`src/rtl/shift_sequencer.sv`:
```
// Sequences the single-step shifter for multi-bit shift/rotate instructions:
// one step per clock, feeding the shifter's registered result back until the count is spent.
module shift_sequencer (
  input  logic        CLKx4,
  input  logic        RESET,
  input  logic        START,
  input  logic [15:0] A,
  input  logic [2:0]  Operation,
  input  logic        byteWord,
  input  logic [7:0]  COUNT,
  input  logic        CarryIn,
  output logic [15:0] SH_A,
  output logic [2:0]  SH_Operation,
  output logic        SH_byteWord,
  output logic        SH_carryIn,
  input  logic [15:0] SH_S,
  input  logic        SH_F_Overflow,
  input  logic        SH_F_Neg,
  input  logic        SH_F_Zero,
  input  logic        SH_F_Aux,
  input  logic        SH_F_Parity,
  input  logic        SH_F_Carry,
  output logic        BUSY,
  output logic        DONE,
  output logic [15:0] RESULT,
  output logic        F_Overflow,
  output logic        F_Neg,
  output logic        F_Zero,
  output logic        F_Aux,
  output logic        F_Parity,
  output logic        F_Carry,
  output logic        FLAGS_UPDATE
);

  // IDLE wait | SHIFT issue steps | SETTLE take result/CF | CAPTURE take lagging flags | DONE hand off
  typedef enum logic [2:0] {S_IDLE, S_SHIFT, S_SETTLE, S_CAPTURE, S_DONE} state_t;

  state_t      state;
  state_t      state_next;
  logic [15:0] a_q;
  logic [2:0]  op_q;
  logic        bw_q;
  logic        cin_q;
  logic [7:0]  remaining;
  logic        first;
  logic        zero_count;
  logic        accept;

  // BUSY still covers the DONE pulse cycle, so a new request is taken only after it.
  assign accept = (state == S_IDLE) && START && !BUSY;

  always_ff @(posedge CLKx4) begin
    if (RESET) state <= S_IDLE;
    else       state <= state_next;
  end

  always_comb begin
    state_next = state;
    case (state)
      S_IDLE:    if (accept) state_next = (COUNT == 8'd0) ? S_DONE : S_SHIFT;
      S_SHIFT:   if (remaining == 8'd1) state_next = S_SETTLE;
      S_SETTLE:  state_next = S_CAPTURE;
      S_CAPTURE: state_next = S_DONE;
      S_DONE:    state_next = S_IDLE;
      default:   state_next = S_IDLE;
    endcase
  end

  always_comb begin
    SH_Operation = op_q;
    SH_byteWord  = bw_q;
    SH_A         = 16'h0000;
    SH_carryIn   = 1'b0;
    case (state)
      S_SHIFT: begin
        SH_A       = first ? a_q   : SH_S;
        SH_carryIn = first ? cin_q : SH_F_Carry;
      end
      S_SETTLE: begin
        SH_A       = SH_S;
        SH_carryIn = SH_F_Carry;
      end
      default: ;
    endcase
  end

  always_ff @(posedge CLKx4) begin
    if (RESET) begin
      a_q          <= 16'h0000;
      op_q         <= 3'd0;
      bw_q         <= 1'b0;
      cin_q        <= 1'b0;
      remaining    <= 8'd0;
      first        <= 1'b0;
      zero_count   <= 1'b0;
      BUSY         <= 1'b0;
      DONE         <= 1'b0;
      FLAGS_UPDATE <= 1'b0;
      RESULT       <= 16'h0000;
      F_Overflow   <= 1'b0;
      F_Neg        <= 1'b0;
      F_Zero       <= 1'b0;
      F_Aux        <= 1'b0;
      F_Parity     <= 1'b0;
      F_Carry      <= 1'b0;
    end else begin
      DONE         <= (state == S_DONE);
      FLAGS_UPDATE <= (state == S_DONE) && !zero_count;
      BUSY         <= (state_next != S_IDLE) || (state == S_DONE);
      case (state)
        S_IDLE: begin
          if (accept) begin
            a_q        <= A;
            op_q       <= Operation;
            bw_q       <= byteWord;
            cin_q      <= CarryIn;
            remaining  <= COUNT;
            first      <= 1'b1;
            zero_count <= (COUNT == 8'd0);
            if (COUNT == 8'd0) RESULT <= byteWord ? A : {8'h00, A[7:0]};
          end
        end
        S_SHIFT: begin
          remaining <= remaining - 8'd1;
          first     <= 1'b0;
        end
        S_SETTLE: begin
          RESULT  <= bw_q ? SH_S : {8'h00, SH_S[7:0]};
          F_Carry <= SH_F_Carry;
        end
        S_CAPTURE: begin
          F_Overflow <= SH_F_Overflow;
          F_Neg      <= SH_F_Neg;
          F_Zero     <= SH_F_Zero;
          F_Aux      <= SH_F_Aux;
          F_Parity   <= SH_F_Parity;
        end
        default: ;
      endcase
    end
  end

endmodule

```
`config.mk`:
```
export PLATFORM = sky130hd
export DESIGN_NAME = shift_sequencer
export DESIGN_NICKNAME = d
export VERILOG_FILES = /design/src/rtl/shift_sequencer.sv
export SDC_FILE = /design/constraint.sdc
export NUM_CORES = 1
export LEC_CHECK = 0
export CORE_MARGIN = 2
export CORE_UTILIZATION = 49
export CTS_BUF_LIST = sky130_fd_sc_hd__clkbuf_2
export CTS_CLUSTER_SIZE = 14
export DETAILED_ROUTE_END_ITERATION = 10
export PLACE_DENSITY = 0.88
export REMOVE_ABC_BUFFERS = 1
export SYNTH_ARGS = -nofsm -noshare
export SYNTH_HDL_FRONTEND = slang
export SYNTH_SLANG_ARGS = --single-unit
```
`constraint.sdc`:
```
create_clock -name CLKx4 -period 3 [get_ports CLKx4]
set_input_delay 0.3 -clock CLKx4 [delete_from_list [all_inputs] [get_ports CLKx4]]
set_output_delay 0.3 -clock CLKx4 [all_outputs]
set_load 0.05 [all_outputs]
```
* After elaboration in Yosys (flattened, before gate mapping) *
Cells that the tools add are included.

operators by class
  muxes and demuxes = 17
  reduce and logical (&&, ||, !) cells = 14
  eq/ne operators = 7
  add/subtract/negate cells = 1

operators with widths
  kind                                                   count
  two-way mux 16 bit                                     5
  one-hot mux 16 bit (2 select lines)                    2
  one-hot mux 8 bit (2 select lines)                     1
  one-hot mux 3 bit (4 select lines)                     1
  two-way mux 3 bit                                      3
  == test 8 x 1 -> 1 bit, second input constant          1
  zero test 8 bit                                        1
  two-way mux 8 bit                                      1
  subtractor 8 x 1 -> 8 bit, second input constant       1
  == test 3 x 2 -> 1 bit, second input constant          2
  one-hot mux 1 bit (2 select lines)                     2
  AND reduction 2 bit                                    2
  nonzero test 2 bit                                     2
  == test 3 x 1 -> 1 bit, second input constant          1
  == test 3 bit, second input constant                   1
  logical AND 1 bit                                      3
  zero test 3 bit                                        1
  AND reduction 3 bit                                    1
  nonzero test 3 bit                                     1
  zero test 1 bit                                        2
  two-way mux 1 bit                                      2
  inequality test 2 x 1 -> 1 bit, second input constant  1
  inequality test 2 bit, second input constant           1
  logical OR 1 bit                                       1

storage, ports and cells
  output and inout port bits = 46
  logic and storage cells = 57
  register bits after elaboration = 59
  bits of input ports = 54

* Longest topological paths before layout *
  depth in word-level cells = 7
  depth in mapped cells = 7
  mapped depth without buffers = 5

* Least setup slack after synthesis *
OpenSTA, ideal clock, no wires.

  path type = flip-flop to output port
  start = register state[2]
  end = output port SH_A[11]
  arrival = 1.791 ns
  slack = 0.909 ns
  buffers on the path = 3
  data required time = 2.700 ns
  cell stages (with the launch flop) = 7
  cells stage by stage = dfxtp_1 buf_2 or3b_2 buf_2 o21ai_4 buf_6 a22o_1

between the ends
  cells in the longest elaborated chain, start to end = 2
  elaborated cells between the ends (all ways) = 3
  those cells by class = eq/ne: 2; mux: 1

ends and longest elaborated chain
  element                                                           RTL line  RTL
  start, declared                                                   38        state_t state;
  start signal, assigned                                            54        else state <= state_next;
  == test 3 x 2 -> 1 bit or == test 3 x 1 -> 1 bit (tied branches)  74        case (state)
  one-hot mux 16 bit (2 select lines) *                             74
  end, declared                                                     12        output logic [15:0] SH_A,

Every way passes the cells marked *; elsewhere a longest branch is shown, timed or not.

* Worst setup path in the final report *
  start = register state[2]
  end = output port SH_A[6]

The elaborated chain is that of the path after synthesis.

==> results.json <==
{
  "outcome": "completed",
  "via_per_inst": 5.89,
  "cts_resized": 0,
  "yosysSeqAreaShare_pct": 44.3,
  "start_kind": "flop",
  "ys.flop_type": "dfxtp_1",
  "hold_start": "RESET",
  "rsz0062_at_grt": "false",
  "crit_arrival_ns": 2.50,
  "seqPwrFrac_pct": 44.9,
  "switching_share_pct": 39.5,
  "hold_viol_final": 0,
  "fin_area_mm2": 0.00368,
  "multi_input_area_mm2": 0.00134,
  "num-fill-cells": 419,
  "ff2ff_path_depth": 4,
  "antenna_found_initial": 0,
  "grt.busiest_layer": "met2",
  "numCtsBuffers": 9,
  "worst_pin_slew_ns": 0.704,
  "placed_area_mm2": 0.00360,
  "yosys-top-cells-area": "dfxtp_1 (44%), a21oi_1 (7.3%), nand2_1 (7.3%)",
  "r2r-start": "state[2]$_SDFF_PP0_",
  "fmax_mhz": 358,
  "n_antenna_cell": 0,
  "hold_class": "primary input to flop",
  "power.total_w": 0.00207,
  "firstDrtPassIters": 5,
  "finalCritPeriodShare_pct": 93.2,
  "clockPowerShare_pct": 19.1,
  "async_flop_share_pct": 0,
  "yosysMostFrequentCell": "dfxtp_1",
  "synth-seq-cells": 59,
  "grt_use_total_pct": 25.9,
  "grt_util_met3_pct": 6.40,
  "die_area_mm2": 0.00605,
  "dp_cells": 460,
  "worst_clock_skew_ns": 0.0220,
  "synth_warnings": 0,
  "routedWlPerCell_um": 16.1,
  "min_to": "state[2]$_SDFF_PP0_",
  "die_h_um": 77.8,
  "drc": 0,
  "syn_area_mm2": 0.00267,
  "cts_tree": "yes",
  "register_area_mm2": 0.00118,
  "p_int_w": 0.00125,
  "cts_buffer_depth": 2,
  "netlist.area_leader.share_pct": 44.3,
  "coreArea_mm2": 0.00517,
  "drive_gt1_share_pct": 11.6,
  "cts-root-buf": "clkbuf_2",
  "dieWidth_um": 77.8,
  "r2r_end": "remaining[1]$_SDFFE_PP0P_",
  "worst_path_largest_cell_delay_ns": 0.65,
  "fin_util_pct": 71.1,
  "cp_data_required_time_ns": 2.70,
  "place.port_buffers": 99,
  "slew_violations": 0,
  "grt_pass1_vias": 2637,
  "crit_path_cell_trace": "nor3b_4 > and2_1 > a22o_1 > buf_4",
  "wl_mm": 7.64,
  "synth_area_leader_cell": "dfxtp_1",
  "place_congestion": 0.853,
  "netlist_instances": 310,
  "grt_max_degree": 54,
  "grt_pass1_wl_mm": 12.7,
  "cp_max_fo": 17,
  "drv_cap": 0,
  "hold_depth": 2,
  "grt_use_met1_pct": 33.9,
  "power_leakage_nw": 1.38,
  "synth_commonest_cells": "dfxtp_1 (59), nand2_1 (52), a21oi_1 (39)",
  "crit_path_end_kind": "output port",
  "start_util_pct": 51.6,
  "gr-usage-met2_pct": 40.5,
  "ir_worst_vdd_v": 0.000305,
  "pwr-share-comb_pct": 36.0,
  "vias": 2805,
  "layout_min_cycle_time_ns": 2.80,
  "setup_tns_ns": 0,
  "synth-edff-count": 0,
  "postCtsHoldBufs": 0,
  "avgSynthCellArea_um2": 8.61,
  "cts_max_level": 3,
  "worst_path_max_delay_cell": "and2_1",
  "slew_headroom_pct": 53.1,
  "clkLatencyLatePin_ns": 0.48,
  "switchingPower_w": 0.000818,
  "power_density_mw_per_mm2": 562,
  "grt.overflow.total": 0,
  "nNetsFinal": 457,
  "post_cts_buffers": 0,
  "layout.cells.non_filler": 476,
  "dp_hpwl_mm": 5.23,
  "drt_iter0_drc": 233,
  "crit_type": "flop to output port",
  "area_growth_pct": 37.9,
  "synth.distinct_cells": 44,
  "clk_pin_slew_ns": 0.14,
  "clock_sinks": 59,
  "ant_nets": 0,
  "r2r_setup_slack_ns": 1.07,
  "ioPinCount": 100,
  "setup_viol": 0,
  "rows": 26
}
-- metal layers --
layer	share of wire [%]	vias to the layer above
met3	11	18
met4	2.2	0
met5	0	-
li1	-	1318
met1	41	1301
met2	46	168
-- final cells by class --
type	instances	share of cell area [%]
Inverter	2	0.204
Timing Repair Buffer	104	26.7
Clock inverter	4	0.476
Clock buffer	12	1.63
Tap cell	70	2.38
Sequential cell	59	32.1
Multi-Input combinational cell	225	36.5
-- critical path, delay by kind of cell, from the launching register on --
family	cells	cell delay (ns)
buffers and inverters	1	0.20
flip-flops	1	0.46
AO/OA/AOI/OAI	1	0.26
AND/OR/NAND/NOR	2	1.10
-- power groups by stage --
stage          Combinational [W]  Sequential [W]  Clock [W]
6_report                0.000745        0.000928   0.000395
5_1_grt                 0.000803        0.000940   0.000431
4_1_cts                 0.000745        0.000927   0.000400
3_5_place_dp            0.000741        0.000944          0
3_3_place_gp            0.000728        0.000941          0
2_1_floorplan           0.000420        0.000989          0
-- logic make-up (layout without fill, tap and decap cells) --
kind of cell / Yosys count / in the layout / share of synthesized area (%)
mux: 5 / 5 / 1.88
compound gates: 90 / 90 / 23.1
flops: 59 / 59 / 44.3
fa+ha+maj: 2 / 2 / 0.938
buf+inv: 26 / 122 / 5.35
simple gates: 128 / 128 / 24.5
-- how the worst max path moves through the flow --
stage | slack (ns) | startpoint | depth (start not counted) | end
CTS | 0.19 | state[2]$_SDFF_PP0_ | 4 | SH_A[6]
finish | 0.20 | state[2]$_SDFF_PP0_ | 4 | SH_A[6]
global placement | 0.75 | COUNT[0] | 6 | RESULT[4]$_SDFFE_PP0P_
global route | 0.02 | state[0]$_SDFF_PP0_ | 4 | SH_A[6]
floorplan | 0.95 | state[2]$_SDFF_PP0_ | 3 | SH_A[0]
detailed placement | 0.65 | COUNT[1] | 6 | RESULT[6]$_SDFFE_PP0P_
-- cell usage in the layout (no fill, tap or decap), drive strengths merged, types with 2 or more instances in the layout --
master         instances
clkdlybuf4s50         81
nand3                 24
a22oi                  8
nor4                   3
a22o                  17
ha                     2
or3                    4
o211ai                 2
o21ai                  3
a31oi                  4
nor2                  18
mux2i                  5
a21oi                 40
nor3b                  4
inv                    2
a211oi                 2
clkinv                 4
dfxtp                 59
or3b                   3
nand2                 52
buf                   23
clkbuf                12
a311oi                 8
nand4                  3
a32oi                  2
nor3                  10
-- per-stage QoR --
| step | setup slack (ns) | hold slack (ns) |
|---|---|---|
| floorplan | 0.949 | 0.369 |
| global placement | 0.748 | 0.400 |
| detailed placement | 0.652 | 0.406 |
| CTS | 0.186 | 0.0396 |
| global route | 0.0194 | 0.0624 |
| finish | 0.204 | 0.0641 |
-- flip-flops by register name, summed over array words and instances (netlist names) --
name,cells
remaining,8
SH_Operation,3
F_Parity,1
SH_byteWord,1
cin_q,1
state,3
first,1
F_Neg,1
a_q,16
zero_count,1
F_Carry,1
F_Aux,1
DONE,1
BUSY,1
F_Zero,1
F_Overflow,1
RESULT,16
FLAGS_UPDATE,1
(Power assumes the default switching activity.)
